$ cat config.mk
export PLATFORM = sky130hd
export DESIGN_NAME = alu_pipe_flat
export DESIGN_NICKNAME = d
export VERILOG_FILES = /design/src/rtl/alu_pipe_if.sv /design/src/rtl/alu_pipe.sv /design/src/flat_wrapper.sv
export SDC_FILE = /design/constraint.sdc
export NUM_CORES = 1
export LEC_CHECK = 0
export CAP_MARGIN = 20
export CORE_AREA = 2 2 96 98
export DETAILED_ROUTE_END_ITERATION = 8
export DIE_AREA = 0 0 98 100
export PLACE_DENSITY = 0.75
export SLEW_MARGIN = 30
export SYNTH_ARGS = -nofsm -noshare
export SYNTH_HDL_FRONTEND = slang
export SYNTH_SLANG_ARGS = --single-unit
export TNS_END_PERCENT = 10
$ cat constraint.sdc
create_clock -name clk -period 6.75 [get_ports clk]
set_input_delay 0.675 -clock clk [delete_from_list [all_inputs] [get_ports clk]]
set_output_delay 0.675 -clock clk [all_outputs]
set_load 0.005 [all_outputs]
$ cat src/rtl/alu_pipe_if.sv
// alu_pipe_if: handshake and result bundle for the pipelined ALU.
//   master modport: operand/opcode source and result consumer
//                   (drives in_valid, op, a, b, out_ready).
//   slave  modport: the ALU itself
//                   (drives in_ready, out_valid, y, y_hi, carry, zero, err, busy).
interface alu_pipe_if #(
  parameter int WIDTH = 8
);
  logic             in_valid;
  logic             in_ready;
  logic [2:0]       op;
  logic [WIDTH-1:0] a;
  logic [WIDTH-1:0] b;
  logic             out_valid;
  logic             out_ready;
  logic [WIDTH-1:0] y;
  logic [WIDTH-1:0] y_hi;
  logic             carry;
  logic             zero;
  logic             err;
  logic             busy;

  modport master (
    output in_valid, op, a, b, out_ready,
    input  in_ready, out_valid, y, y_hi, carry, zero, err, busy
  );

  modport slave (
    input  in_valid, op, a, b, out_ready,
    output in_ready, out_valid, y, y_hi, carry, zero, err, busy
  );
endinterface

$ cat src/rtl/alu_pipe.sv
// alu_pipe: handshaked, WIDTH-generic ALU with a single registered result stage.
//   clk    - rising-edge clock
//   rst_n  - asynchronous active-low reset
//   bus    - alu_pipe_if.slave: in_valid/in_ready/op/a/b on the input side,
//            out_valid/out_ready/y/y_hi/carry/zero/err plus busy on the output side.
// Single-cycle ops (ADD, SUB, CMP, AND, OR, XOR, illegal) load the result
// register on the accept edge. MUL runs a WIDTH-step shift-add sequence and
// loads the full product on the last step.
module alu_pipe #(
  parameter int WIDTH = 8
) (
  input  logic        clk,
  input  logic        rst_n,
  alu_pipe_if.slave   bus
);

  localparam int CW = (WIDTH > 2) ? $clog2(WIDTH) : 1;

  localparam logic [2:0] OP_ADD = 3'b000;
  localparam logic [2:0] OP_SUB = 3'b001;
  localparam logic [2:0] OP_CMP = 3'b010;
  localparam logic [2:0] OP_AND = 3'b011;
  localparam logic [2:0] OP_OR  = 3'b100;
  localparam logic [2:0] OP_XOR = 3'b101;
  localparam logic [2:0] OP_MUL = 3'b110;

  typedef enum logic [0:0] {
    ST_IDLE = 1'b0,
    ST_MUL  = 1'b1
  } state_t;

  state_t             state_r;
  logic [CW-1:0]      count_r;
  logic [2*WIDTH-1:0] mcand_r;
  logic [WIDTH-1:0]   mplier_r;
  logic [2*WIDTH-1:0] acc_r;

  logic               out_valid_r;
  logic [WIDTH-1:0]   y_r;
  logic [WIDTH-1:0]   y_hi_r;
  logic               carry_r;
  logic               zero_r;
  logic               err_r;

  logic               in_ready_s;
  logic               accept_s;
  logic [WIDTH:0]     sum_s;
  logic [WIDTH:0]     diff_s;
  logic [WIDTH-1:0]   res_y_s;
  logic               res_carry_s;
  logic               res_err_s;
  logic [2*WIDTH-1:0] step_add_s;
  logic [2*WIDTH-1:0] prod_next_s;
  logic               last_step_s;

  // Accept only from IDLE, and only when the result register is free or draining now.
  assign in_ready_s = (state_r == ST_IDLE) && (!out_valid_r || bus.out_ready);
  assign accept_s   = bus.in_valid && in_ready_s;

  assign bus.in_ready  = in_ready_s;
  assign bus.out_valid = out_valid_r;
  assign bus.y         = y_r;
  assign bus.y_hi      = y_hi_r;
  assign bus.carry     = carry_r;
  assign bus.zero      = zero_r;
  assign bus.err       = err_r;
  assign bus.busy      = (state_r == ST_MUL);

  // Single-cycle datapath; SUB carry is the no-borrow bit of a + ~b + 1.
  always_comb begin
    sum_s       = {1'b0, bus.a} + {1'b0, bus.b};
    diff_s      = {1'b0, bus.a} + {1'b0, ~bus.b} + {{WIDTH{1'b0}}, 1'b1};
    res_y_s     = {WIDTH{1'b0}};
    res_carry_s = 1'b0;
    res_err_s   = 1'b0;
    case (bus.op)
      OP_ADD: begin
        res_y_s     = sum_s[WIDTH-1:0];
        res_carry_s = sum_s[WIDTH];
      end
      OP_SUB: begin
        res_y_s     = diff_s[WIDTH-1:0];
        res_carry_s = diff_s[WIDTH];
      end
      OP_CMP: begin
        res_y_s[0] = (bus.a > bus.b);
        res_y_s[1] = (bus.a == bus.b);
        res_y_s[2] = (bus.a < bus.b);
      end
      OP_AND: res_y_s = bus.a & bus.b;
      OP_OR:  res_y_s = bus.a | bus.b;
      OP_XOR: res_y_s = bus.a ^ bus.b;
      OP_MUL: res_y_s = {WIDTH{1'b0}};
      default: begin
        res_y_s   = {WIDTH{1'b0}};
        res_err_s = 1'b1;
      end
    endcase
  end

  // One shift-add step: add the shifted multiplicand when the current multiplier bit is set.
  always_comb begin
    if (mplier_r[0]) begin
      step_add_s = mcand_r;
    end else begin
      step_add_s = {(2*WIDTH){1'b0}};
    end
    prod_next_s = acc_r + step_add_s;
    last_step_s = (count_r == CW'(WIDTH - 1));
  end

  // Control FSM, multiply sequencer and registered result stage.
  always_ff @(posedge clk or negedge rst_n) begin
    if (!rst_n) begin
      state_r     <= ST_IDLE;
      count_r     <= {CW{1'b0}};
      mcand_r     <= {(2*WIDTH){1'b0}};
      mplier_r    <= {WIDTH{1'b0}};
      acc_r       <= {(2*WIDTH){1'b0}};
      out_valid_r <= 1'b0;
      y_r         <= {WIDTH{1'b0}};
      y_hi_r      <= {WIDTH{1'b0}};
      carry_r     <= 1'b0;
      zero_r      <= 1'b0;
      err_r       <= 1'b0;
    end else begin
      case (state_r)
        ST_IDLE: begin
          if (accept_s && (bus.op == OP_MUL)) begin
            // Operands are captured here so later changes on a/b/op are ignored.
            mcand_r     <= {{WIDTH{1'b0}}, bus.a};
            mplier_r    <= bus.b;
            acc_r       <= {(2*WIDTH){1'b0}};
            count_r     <= {CW{1'b0}};
            state_r     <= ST_MUL;
            out_valid_r <= 1'b0;
          end else if (accept_s) begin
            y_r         <= res_y_s;
            y_hi_r      <= {WIDTH{1'b0}};
            carry_r     <= res_carry_s;
            zero_r      <= (res_y_s == {WIDTH{1'b0}});
            err_r       <= res_err_s;
            out_valid_r <= 1'b1;
          end else if (bus.out_ready) begin
            out_valid_r <= 1'b0;
          end else begin
            out_valid_r <= out_valid_r;
          end
        end
        ST_MUL: begin
          acc_r    <= prod_next_s;
          mcand_r  <= {mcand_r[2*WIDTH-2:0], 1'b0};
          mplier_r <= {1'b0, mplier_r[WIDTH-1:1]};
          if (last_step_s) begin
            {y_hi_r, y_r} <= prod_next_s;
            carry_r       <= 1'b0;
            zero_r        <= (prod_next_s == {(2*WIDTH){1'b0}});
            err_r         <= 1'b0;
            out_valid_r   <= 1'b1;
            count_r       <= {CW{1'b0}};
            state_r       <= ST_IDLE;
          end else begin
            count_r <= count_r + {{(CW-1){1'b0}}, 1'b1};
            // The accept edge already freed the result register; keep draining semantics anyway.
            if (bus.out_ready) begin
              out_valid_r <= 1'b0;
            end else begin
              out_valid_r <= out_valid_r;
            end
          end
        end
        default: begin
          state_r     <= ST_IDLE;
          count_r     <= {CW{1'b0}};
          out_valid_r <= 1'b0;
        end
      endcase
    end
  end

endmodule

$ cat src/flat_wrapper.sv
// flat-port wrapper written by rule: the top's interface ports become plain ports
module alu_pipe_flat 
#(
  parameter int WIDTH = 8
)
  (clk, rst_n, bus_in_valid, bus_op, bus_a, bus_b, bus_out_ready, bus_in_ready, bus_out_valid, bus_y, bus_y_hi, bus_carry, bus_zero, bus_err, bus_busy);
  alu_pipe_if #(.WIDTH(WIDTH)) bus_i ();
  input  logic clk;
  input  logic rst_n;
  input wire logic [$bits(bus_i.in_valid)-1:0] bus_in_valid;
  input wire logic [$bits(bus_i.op)-1:0] bus_op;
  input wire logic [$bits(bus_i.a)-1:0] bus_a;
  input wire logic [$bits(bus_i.b)-1:0] bus_b;
  input wire logic [$bits(bus_i.out_ready)-1:0] bus_out_ready;
  output wire logic [$bits(bus_i.in_ready)-1:0] bus_in_ready;
  output wire logic [$bits(bus_i.out_valid)-1:0] bus_out_valid;
  output wire logic [$bits(bus_i.y)-1:0] bus_y;
  output wire logic [$bits(bus_i.y_hi)-1:0] bus_y_hi;
  output wire logic [$bits(bus_i.carry)-1:0] bus_carry;
  output wire logic [$bits(bus_i.zero)-1:0] bus_zero;
  output wire logic [$bits(bus_i.err)-1:0] bus_err;
  output wire logic [$bits(bus_i.busy)-1:0] bus_busy;
  assign bus_i.in_valid = bus_in_valid;
  assign bus_i.op = bus_op;
  assign bus_i.a = bus_a;
  assign bus_i.b = bus_b;
  assign bus_i.out_ready = bus_out_ready;
  assign bus_in_ready = bus_i.in_ready;
  assign bus_out_valid = bus_i.out_valid;
  assign bus_y = bus_i.y;
  assign bus_y_hi = bus_i.y_hi;
  assign bus_carry = bus_i.carry;
  assign bus_zero = bus_i.zero;
  assign bus_err = bus_i.err;
  assign bus_busy = bus_i.busy;
  alu_pipe #(.WIDTH(WIDTH)) u_core (.clk(clk), .rst_n(rst_n), .bus(bus_i));
endmodule
# Yosys cells after proc, flatten, opt, wreduce, memory -nomap -nowiden
# Index checks and enable logic that the tools add are counted.
[op_classes] addsub=5 order_cmp=2 n_eq_ne=12 muxes=41 bitwise_logic=5 n_reduce_logical=10
[op_table] op="case mux 16 bit (2 select lines)" count=2
[op_table] op="2-to-1 mux 8 bit" count=7
[op_table] op="2-to-1 mux 16 bit" count=3
[op_table] op="case mux 8 bit (2 select lines)" count=3
[op_table] op="case mux 5 bit (5 select lines)" count=1
[op_table] op="adder 8 x 8 -> 9 bit" count=2
[op_table] op="case mux 3 bit (6 select lines)" count=1
[op_table] op="adder 16 bit" count=1
[op_table] op="logical NOT 16 bit" count=1
[op_table] op="2-to-1 mux 1 bit" count=15
[op_table] op="equality test 3 bit, second input constant" count=4
[op_table] op="case mux 1 bit (2 select lines)" count=6
[op_table] op="adder 9 x 1 -> 9 bit, second input constant" count=1
[op_table] op="bitwise AND 8 bit" count=1
[op_table] op="equality test 8 bit" count=1
[op_table] op="> comparator 8 bit" count=1
[op_table] op="logical NOT 8 bit" count=1
[op_table] op="less-than comparator 8 bit" count=1
[op_table] op="NOT 8 bit" count=1
[op_table] op="OR 8 bit" count=1
[op_table] op="XOR 8 bit" count=1
[op_table] op="OR reduction 7 bit" count=1
[op_table] op="equality test 3 x 2 -> 1 bit, second input constant" count=2
[op_table] op="2-to-1 mux 3 bit" count=2
[op_table] op="11 further kinds" count=15
[word_totals] ff_bits=64 in_bits=23 out_inout_bits=22

# Longest topological paths before layout
# Gate-level depths: netlist of the first run.
[logic_depth] word_depth=8 mapped_depth=12 ltp_nobuf=12

# Least setup slack after synthesis of the first run
# Ideal clock, no wire load.
[synth_timing] path_type="in2reg" from="in bus_a[0]" to="reg u_core.zero_r, in the netlist u_core.bus.zero" arrival_ns=2.726 required_ns=6.684 slack_ns=3.958 cell_stages=12 n_path_buf=0 cell_sequence="inv_1 -> ha_1 -> inv_1 -> fa_1 -> nor2b_1 -> o21a_1 -> o21ai_0 -> nand3_1 -> a2111oi_0 -> nand4bb_1 -> o31ai_1 -> a31o_1"
[synth_between] elab_chain_cells=7 word_cells_on_any_way=15 cone_classes="3 x add/sub; 2 x order compare; 1 x eq/ne; 5 x mux; 3 x bitwise; 1 x reduce/logical"
[synth_lines] item="start: declaration" line="flat_wrapper.sv:12" rtl="input wire logic [$bits(bus_i.a)-1:0] bus_a;"
[synth_lines] item="adder 8 x 8 -> 9 bit" line="alu_pipe.sv:72" rtl="diff_s = {1'b0, bus.a} + {1'b0, ~bus.b} + {{WIDTH{1'b0}}, 1'b1};"
[synth_lines] item="adder 9 x 1 -> 9 bit" line="alu_pipe.sv:72"
[synth_lines] item="case mux 3 bit (6 select lines) or case mux 5 bit (5 select lines) (tied branches)" line="alu_pipe.sv:76" rtl="case (bus.op)"
[synth_lines] item="logical NOT 8 bit (*)" line="alu_pipe.sv:141" rtl="zero_r <= (res_y_s == {WIDTH{1'b0}});"
[synth_lines] item="2-to-1 mux 1 bit (*)" line="alu_pipe.sv:137" rtl="end else if (accept_s) begin"
[synth_lines] item="2-to-1 mux 1 bit (*)" line="alu_pipe.sv:129" rtl="if (accept_s && (bus.op == OP_MUL)) begin"
[synth_lines] item="case mux 1 bit (2 select lines) (*)" line="alu_pipe.sv:127" rtl="case (state_r)"
[synth_lines] item="end signal: assignment" line="alu_pipe.sv:141"
[synth_lines] item="end signal: assignment" line="alu_pipe.sv:157" rtl="zero_r <= (prod_next_s == {(2*WIDTH){1'b0}});"
[synth_lines] item="end: declaration" line="alu_pipe.sv:42" rtl="logic zero_r;"
# Every way passes the cells marked *; elsewhere a longest branch is shown, timed or not. The select of a mux whose other input is x is not followed.
# A chain may end at the register's enable or synchronous reset.

# Worst setup path after layout of the first run
[layout_timing] from="in bus_op[0]" to="reg u_core.zero_r, in the netlist u_core.bus.zero"
[layout_between] elab_chain_cells=6 word_cells_on_any_way=16 cone_classes="7 x eq/ne; 5 x mux; 4 x reduce/logical"
[layout_lines] item="start: declaration" line="flat_wrapper.sv:11" rtl="input wire logic [$bits(bus_i.op)-1:0] bus_op;"
[layout_lines] item="equality test 3 bit (tied with other cells)" line="alu_pipe.sv:76"
[layout_lines] item="case mux 3 bit (6 select lines) or case mux 5 bit (5 select lines) (tied branches)" line="alu_pipe.sv:76"
[layout_lines] item="logical NOT 8 bit" line="alu_pipe.sv:141"
[layout_lines] item="2-to-1 mux 1 bit" line="alu_pipe.sv:137"
[layout_lines] item="2-to-1 mux 1 bit" line="alu_pipe.sv:129"
[layout_lines] item="case mux 1 bit (2 select lines)" line="alu_pipe.sv:127"
# Parallel ways exist; a longest one is shown, timed or not. The select of a mux whose other input is x is not followed.

==> results of run 1 <==
## where the power goes
group / internal (mW) / switching [mW] / leakage [nW]
registers: 0.551 / 0.110 / 0.791
logic: 0.575 / 0.834 / 1.53
clock network: 0.212 / 0.170 / 0.112
total: 1.34 / 1.11 / 2.43
## critical path: cells and delay by family
family          cells  cell delay (ns)
compound gates      3             0.72
buf+inv             1             1.10
simple gates        5             1.23
## final cells by class
cell class,instances,area [um2]
clock buffer,9,123.9
clock inverter,7,105.1
fill,792,3435
inverter,32,120.1
multi-input combinational,435,2908
sequential,64,1602
tap,111,138.9
timing repair buffer,47,457.9
## per-stage QoR
stage	worst slack, ns	utilization [%]	hold WS (ns)	instance area [um2]	cells
3_5_place_dp	2.984	58.79	0.4691	5226	689
6_report	3.307	61.37	0.4823	5455	705
4_1_cts	3.343	61.37	0.4873	5455	705
5_1_grt	3.099	61.37	0.5051	5455	705
3_3_place_gp	2.992	58.79	0.4613	5226	689
2_1_floorplan	3.958	-	0.3794	4758	558
## Yosys cell counts, drive strengths merged (4+ instances only)
master	number	share of area [%]
dfrtp	64	34
ha	42	11
nor2	49	3.9
o311ai	5	1.1
mux2i	7	1.5
nand2b	6	0.84
o31ai	6	1.3
nand3	13	1.4
o21bai	7	1.1
o22ai	17	2.2
nor4	6	1.1
nor3	11	1.3
a21o	7	1.2
buf	12	1.5
a21oi	23	2.7
a32oi	4	1.1
nor2b	4	0.68
xnor2	12	2.2
clkbuf	15	1.2
xor2	9	1.7
o21ai	50	5.3
and2	16	2.1
a211oi	5	0.89
a311oi	4	0.74
inv	32	2.5
nand4	5	0.66
nand2	86	6.9
## worst max path at each step
stage               startpoint                          end  slack [ns]  cells past startpoint
floorplan             bus_a[0]  u_core.bus.zero$_DFFE_PN0P_        3.96                     12
global placement      bus_b[0]  u_core.bus.zero$_DFFE_PN0P_        2.99                     12
detailed placement    bus_b[0]  u_core.bus.zero$_DFFE_PN0P_        2.98                     12
CTS                  bus_op[0]  u_core.bus.zero$_DFFE_PN0P_        3.34                      9
global route          bus_b[0]  u_core.bus.zero$_DFFE_PN0P_        3.10                     12
finish               bus_op[0]  u_core.bus.zero$_DFFE_PN0P_        3.31                      9
## kinds of logic after synthesis
| kind of cell | Yosys count | share of synthesized area (%) |
|---|---|---|
| multiplexers | 8 | 1.709 |
| buffers and inverters | 59 | 5.233 |
| flip-flops | 64 | 33.66 |
| XOR/XNOR | 21 | 3.865 |
| AO/OA/AOI/OAI | 156 | 22.88 |
| adder cells (fa/ha/maj) | 45 | 12.31 |
| AND/OR/NAND/NOR | 205 | 20.35 |
## flip-flops by register name, summed over array words and instances, names as in the netlist
signal / cells
u_core.bus.y_hi: 8
u_core.count_r: 3
u_core.bus.carry: 1
u_core.bus.y: 8
u_core.bus.err: 1
u_core.bus.zero: 1
u_core.mcand_r: 16
u_core.mplier_r: 8
u_core.bus.busy: 1
u_core.acc_r: 16
u_core.bus.out_valid: 1
## metal layers
metal	up-vias	track usage, %	routed length, um
met5	-	0	0
met4	0	7.479	153
met3	17	4.248	548
met2	131	37.83	5265
met1	2023	38.04	6018
li1	2024	-	-
==> results_dict.tcl, run 1 <==
set metrics [dict create \
    max_stage_delay_ns 1.10 \
    routed_wl_um 11980 \
    cts_sinks 64 \
    std_cell_rows 35 \
    fin_skew_ns 0.01345 \
    synthFlopType "dfrtp_1" \
    cp_max_fo 34 \
    holdBufCountCts 0 \
    rsz0062_at_grt "no" \
    yosysSeqAreaShare_pct 33.66 \
    setup_tns_ns 0 \
    post_cts_buffers 0 \
    finalSetupViolCount 0 \
    tritoncts "done" \
    dieArea_mm2 0.009800 \
    wire_per_inst_um 17.00 \
    firstDrtPassIters 6 \
    port_buffers 44 \
    synth_warnings 0 \
    r2r_end "u_core.bus.zero$_DFFE_PN0P_" \
    synth_nets 626 \
    reg2reg_depth 11 \
    final_common_cell "nand2_1" \
    synth_edf_count 0 \
    drv_slew 0 \
    critPathKind "input port to flip-flop" \
    cts_root_buf "clkbuf_8" \
    synthToLayoutAreaGrowth_pct 14.65 \
    mostFrequentLayoutCells "nand2_1 (85), dfrtp_1 (64), nor2_1 (49)" \
    synth-seq-cells 64 \
    r2r_setup_slack_ns 3.42 \
    status "finished clean" \
    drive_gt1_share_pct 7.407 \
    final_nets 657 \
    synth.distinct_cells 71 \
    timing.max_cap.violations 0 \
    hpwl_um 8900 \
    grt_overflow 0 \
    ant_nets 0 \
    post_synth_instance_area_mm2 0.004758 \
    vias_per_cell 5.950 \
    total_power_mw 2.452 \
    arrival_ns 3.73 \
    slew_headroom_pct 35.32 \
    cp.required_ns 7.04 \
    dr.first_iter.drc_count 261 \
    cts_made_buffers 9 \
    fin_crit_ns 3.443 \
    tightest_slew_ns 0.9672 \
    power_leakage_nw 2.434 \
    clk_latency_ns 0.36 \
    grt_max_degree 65 \
    final.period_utilization_pct 51.00 \
    min_path_type "input port to asynchronous set/reset pin" \
    ioPinCount 45 \
    syn_area_per_cell_um2 8.527 \
    powerDensity_mw_per_mm2 449.6 \
    crit_top_cell "nor4_2" \
    grt_usage_pct 25.37 \
    async_flop_share_pct 100.0 \
    drc 0 \
    critPathCaptureType "flip-flop" \
    gp_congestion 0.9436 \
    finalHoldViolations 0 \
    synthCells 558 \
    initial_utilization_pct 53.53 \
    insertedDiodeCount 0 \
    clock.fmax_ghz 0.2905 \
    grt_pass1_vias 3999 \
    r2r-start "u_core.mplier_r[0]$_DFFE_PN0P_" \
    ir_worst_vdd_v 0.0002084 \
    cp_slowest_cell "clkdlybuf4s50_1" \
    cp-start-kind "input port" \
    core_mm2 0.008890 \
    clockBufferDepth 2 \
    fp.dieW_um 98 \
    die-height_um 100 \
    crit_chain "clkdlybuf4s50_1, nor2b_4, nand2_4, a32oi_4, or4_1, nor4_2, o2111ai_1, nor4_2, a31o_1" \
    clk_pin_slew_ns 0.09 \
    grt_pass1_wl_um 20000 \
    vias 4195 \
    htree_levels 3 \
    cts.repair.resized 0 \
    antenna_found_initial 0 \
]
Note: power is estimated with default switching activity, not from simulation.
==> run 2: changes to the inputs <==
==> constraint.sdc (replaced) <==
create_clock -name clk -period 3.5 [get_ports clk]
set_input_delay 0.35 -clock clk [delete_from_list [all_inputs] [get_ports clk]]
set_output_delay 0.35 -clock clk [all_outputs]
set_load 0.005 [all_outputs]
==> run 2 against run 1 <==
Non-clock buffer count grew 8. Critical path depth grew 2. Sequential power grew 94%. Setup slack lost 2.9 ns. Total power grew 96%. Clock skew grew 0.0011 ns. Clock power grew 97%. Final cell count grew 1.1%. Core utilization grew 0.65 points. Combinational power grew 96%. Final area grew 1.1%. First-iteration DRC count grew 0.38%. Largest power group unchanged.
==> results_dict.tcl, run 2 (synthesized netlist as in run 1, its figures left out) <==
set metrics [dict create \
    final_common_cell "nand2_1" \
    rsz0062_at_grt "no" \
    final.period_utilization_pct 88.02 \
    antenna_found_initial 0 \
    initial_utilization_pct 53.53 \
    cts_root_buf "clkbuf_8" \
    crit_start "u_core.mplier_r[0]$_DFFE_PN0P_" \
    setup_tns_ns 0 \
    tritoncts "done" \
    power_leakage_nw 2.472 \
    critPathCapture "u_core.bus.zero$_DFFE_PN0P_" \
    vias_per_cell 6.014 \
    fin_ws_ns 0.4192 \
    finalHoldViolations 0 \
    drc 0 \
    drv_slew 0 \
    clockBufferDepth 2 \
    firstDrtPassIters 5 \
    synthToLayoutAreaGrowth_pct 15.86 \
    hpwl_um 9232 \
    die-height_um 100 \
    critPathCaptureType "flip-flop" \
    std_cell_rows 35 \
    final-seq-area_mm2 0.001602 \
    grt_pass1_vias 4011 \
    status "finished clean" \
    critPathKind "flip-flop to flip-flop" \
    cp.required_ns 3.79 \
    vias 4288 \
    reg_top3 "u_core.acc_r (16), u_core.mcand_r (16)" \
    powerDensity_mw_per_mm2 871.3 \
    grt_overflow 0 \
    ant_nets 0 \
    cp_max_fo 16 \
    n_fill_cell 791 \
    cts_sinks 64 \
    cts.repair.resized 0 \
    fin_crit_ns 3.081 \
    holdBufCountCts 0 \
    multi_input_area_mm2 0.002908 \
    routed_wl_um 12510 \
    timing.max_cap.violations 0 \
    wire_per_inst_um 17.54 \
    r2r-start "u_core.mplier_r[0]$_DFFE_PN0P_" \
    gp_congestion 0.9379 \
    mostFrequentLayoutCells "nand2_1 (85), dfrtp_1 (64), nor2_1 (49)" \
    dr.first_iter.drc_count 262 \
    clk_pin_slew_ns 0.09 \
    clk_latency_ns 0.36 \
    drive_gt1_share_pct 8.638 \
    grt_max_degree 41 \
    htree_levels 3 \
    reg2reg_depth 11 \
    clock.fmax_ghz 0.3246 \
    min_path_type "input port to asynchronous set/reset pin" \
    fp.dieW_um 98 \
    core_mm2 0.008890 \
    port_buffers 44 \
    grt_pass1_wl_um 20400 \
    ir_worst_vdd_v 0.0004385 \
    finalSetupViolCount 0 \
    cp-start-kind "flip-flop" \
    r2r_end "u_core.bus.zero$_DFFE_PN0P_" \
    slew_headroom_pct 46.17 \
    r2r_setup_slack_ns 0.42 \
    tightest_slew_ns 0.8075 \
    ioPinCount 45 \
    final_nets 665 \
    arrival_ns 3.37 \
    dieArea_mm2 0.009800 \
    fin_skew_ns 0.01451 \
    post_cts_buffers 0 \
    insertedDiodeCount 0 \
    place_ws_ns 0.1828 \
    grt_usage_pct 26.12 \
    cts_made_buffers 9 \
]
## run 2: cell count changes in the layout (fill, tap and decap cells not counted)
cell | before | now
inv_6 | 0 | 2
inv_8 | 1 | 0
buf_4 | 3 | 11
clkinv_4 | 3 | 2
## run 2: per-stage QoR
stage	instances	hold WS [ns]	cell area [um2]	power (mW)	util [%]
after global placement	697	0.4614	5286	3.931	59.47
after global routing	713	0.1321	5513	5.183	62.01
final	713	0.06883	5513	4.803	62.01
after detailed placement	697	0.4703	5286	4.021	59.47
after CTS	713	0.1043	5513	4.797	62.01
after floorplan	558	0.05441	4758	3.183	-
## run 2: final cells by class
class | count | share of cell area, %
flip-flops and latches | 64 | 29.05
clock inverters | 7 | 1.861
multi-input cells | 435 | 52.75
inverters | 32 | 2.179
repair buffers | 55 | 9.396
clock buffers | 9 | 2.247
well taps | 111 | 2.519
## run 2: layer usage
layer | up-vias | track usage [%] | share of wire [%]
li1 | 2053 | - | -
met1 | 2037 | 37.21 | 47
met2 | 182 | 41.36 | 45
met3 | 16 | 3.760 | 6.6
met4 | 0 | 8.333 | 1.7
met5 | - | 0 | 0
## run 2: how the worst min path moves through the flow
stage	start	endpoint	slack, ns	cells after the start
floorplan	rst_n	u_core.acc_r[0]$_DFFE_PN0P_	0.05	0
finish	rst_n	u_core.bus.y_hi[5]$_DFFE_PN0P_	0.07	1
detailed placement	u_core.bus.y[1]$_DFFE_PN0P_	u_core.bus.y[1]$_DFFE_PN0P_	0.47	2
global route	rst_n	u_core.mcand_r[15]$_DFFE_PN0P_	0.13	1
global placement	u_core.bus.y_hi[7]$_DFFE_PN0P_	u_core.bus.y_hi[7]$_DFFE_PN0P_	0.46	2
CTS	rst_n	u_core.bus.y_hi[5]$_DFFE_PN0P_	0.10	1
## run 2: critical path, stage by stage (launching register included)
cell and delay [ns]:
dfrtp_1 0.40, buf_4 0.21, and2_1 0.19, fa_1 0.46
a211oi_2 0.27, o21ai_1 0.15, a31o_1 0.24, a21o_2 0.26
a21o_1 0.19, a21oi_1 0.17, xor2_1 0.30, a31o_1 0.19
## run 2: power by group
group	switching [mW]	internal, mW	leakage [nW]
sequential	0.214	1.06	0.791
clock	0.344	0.409	0.110
combinational	1.63	1.15	1.57
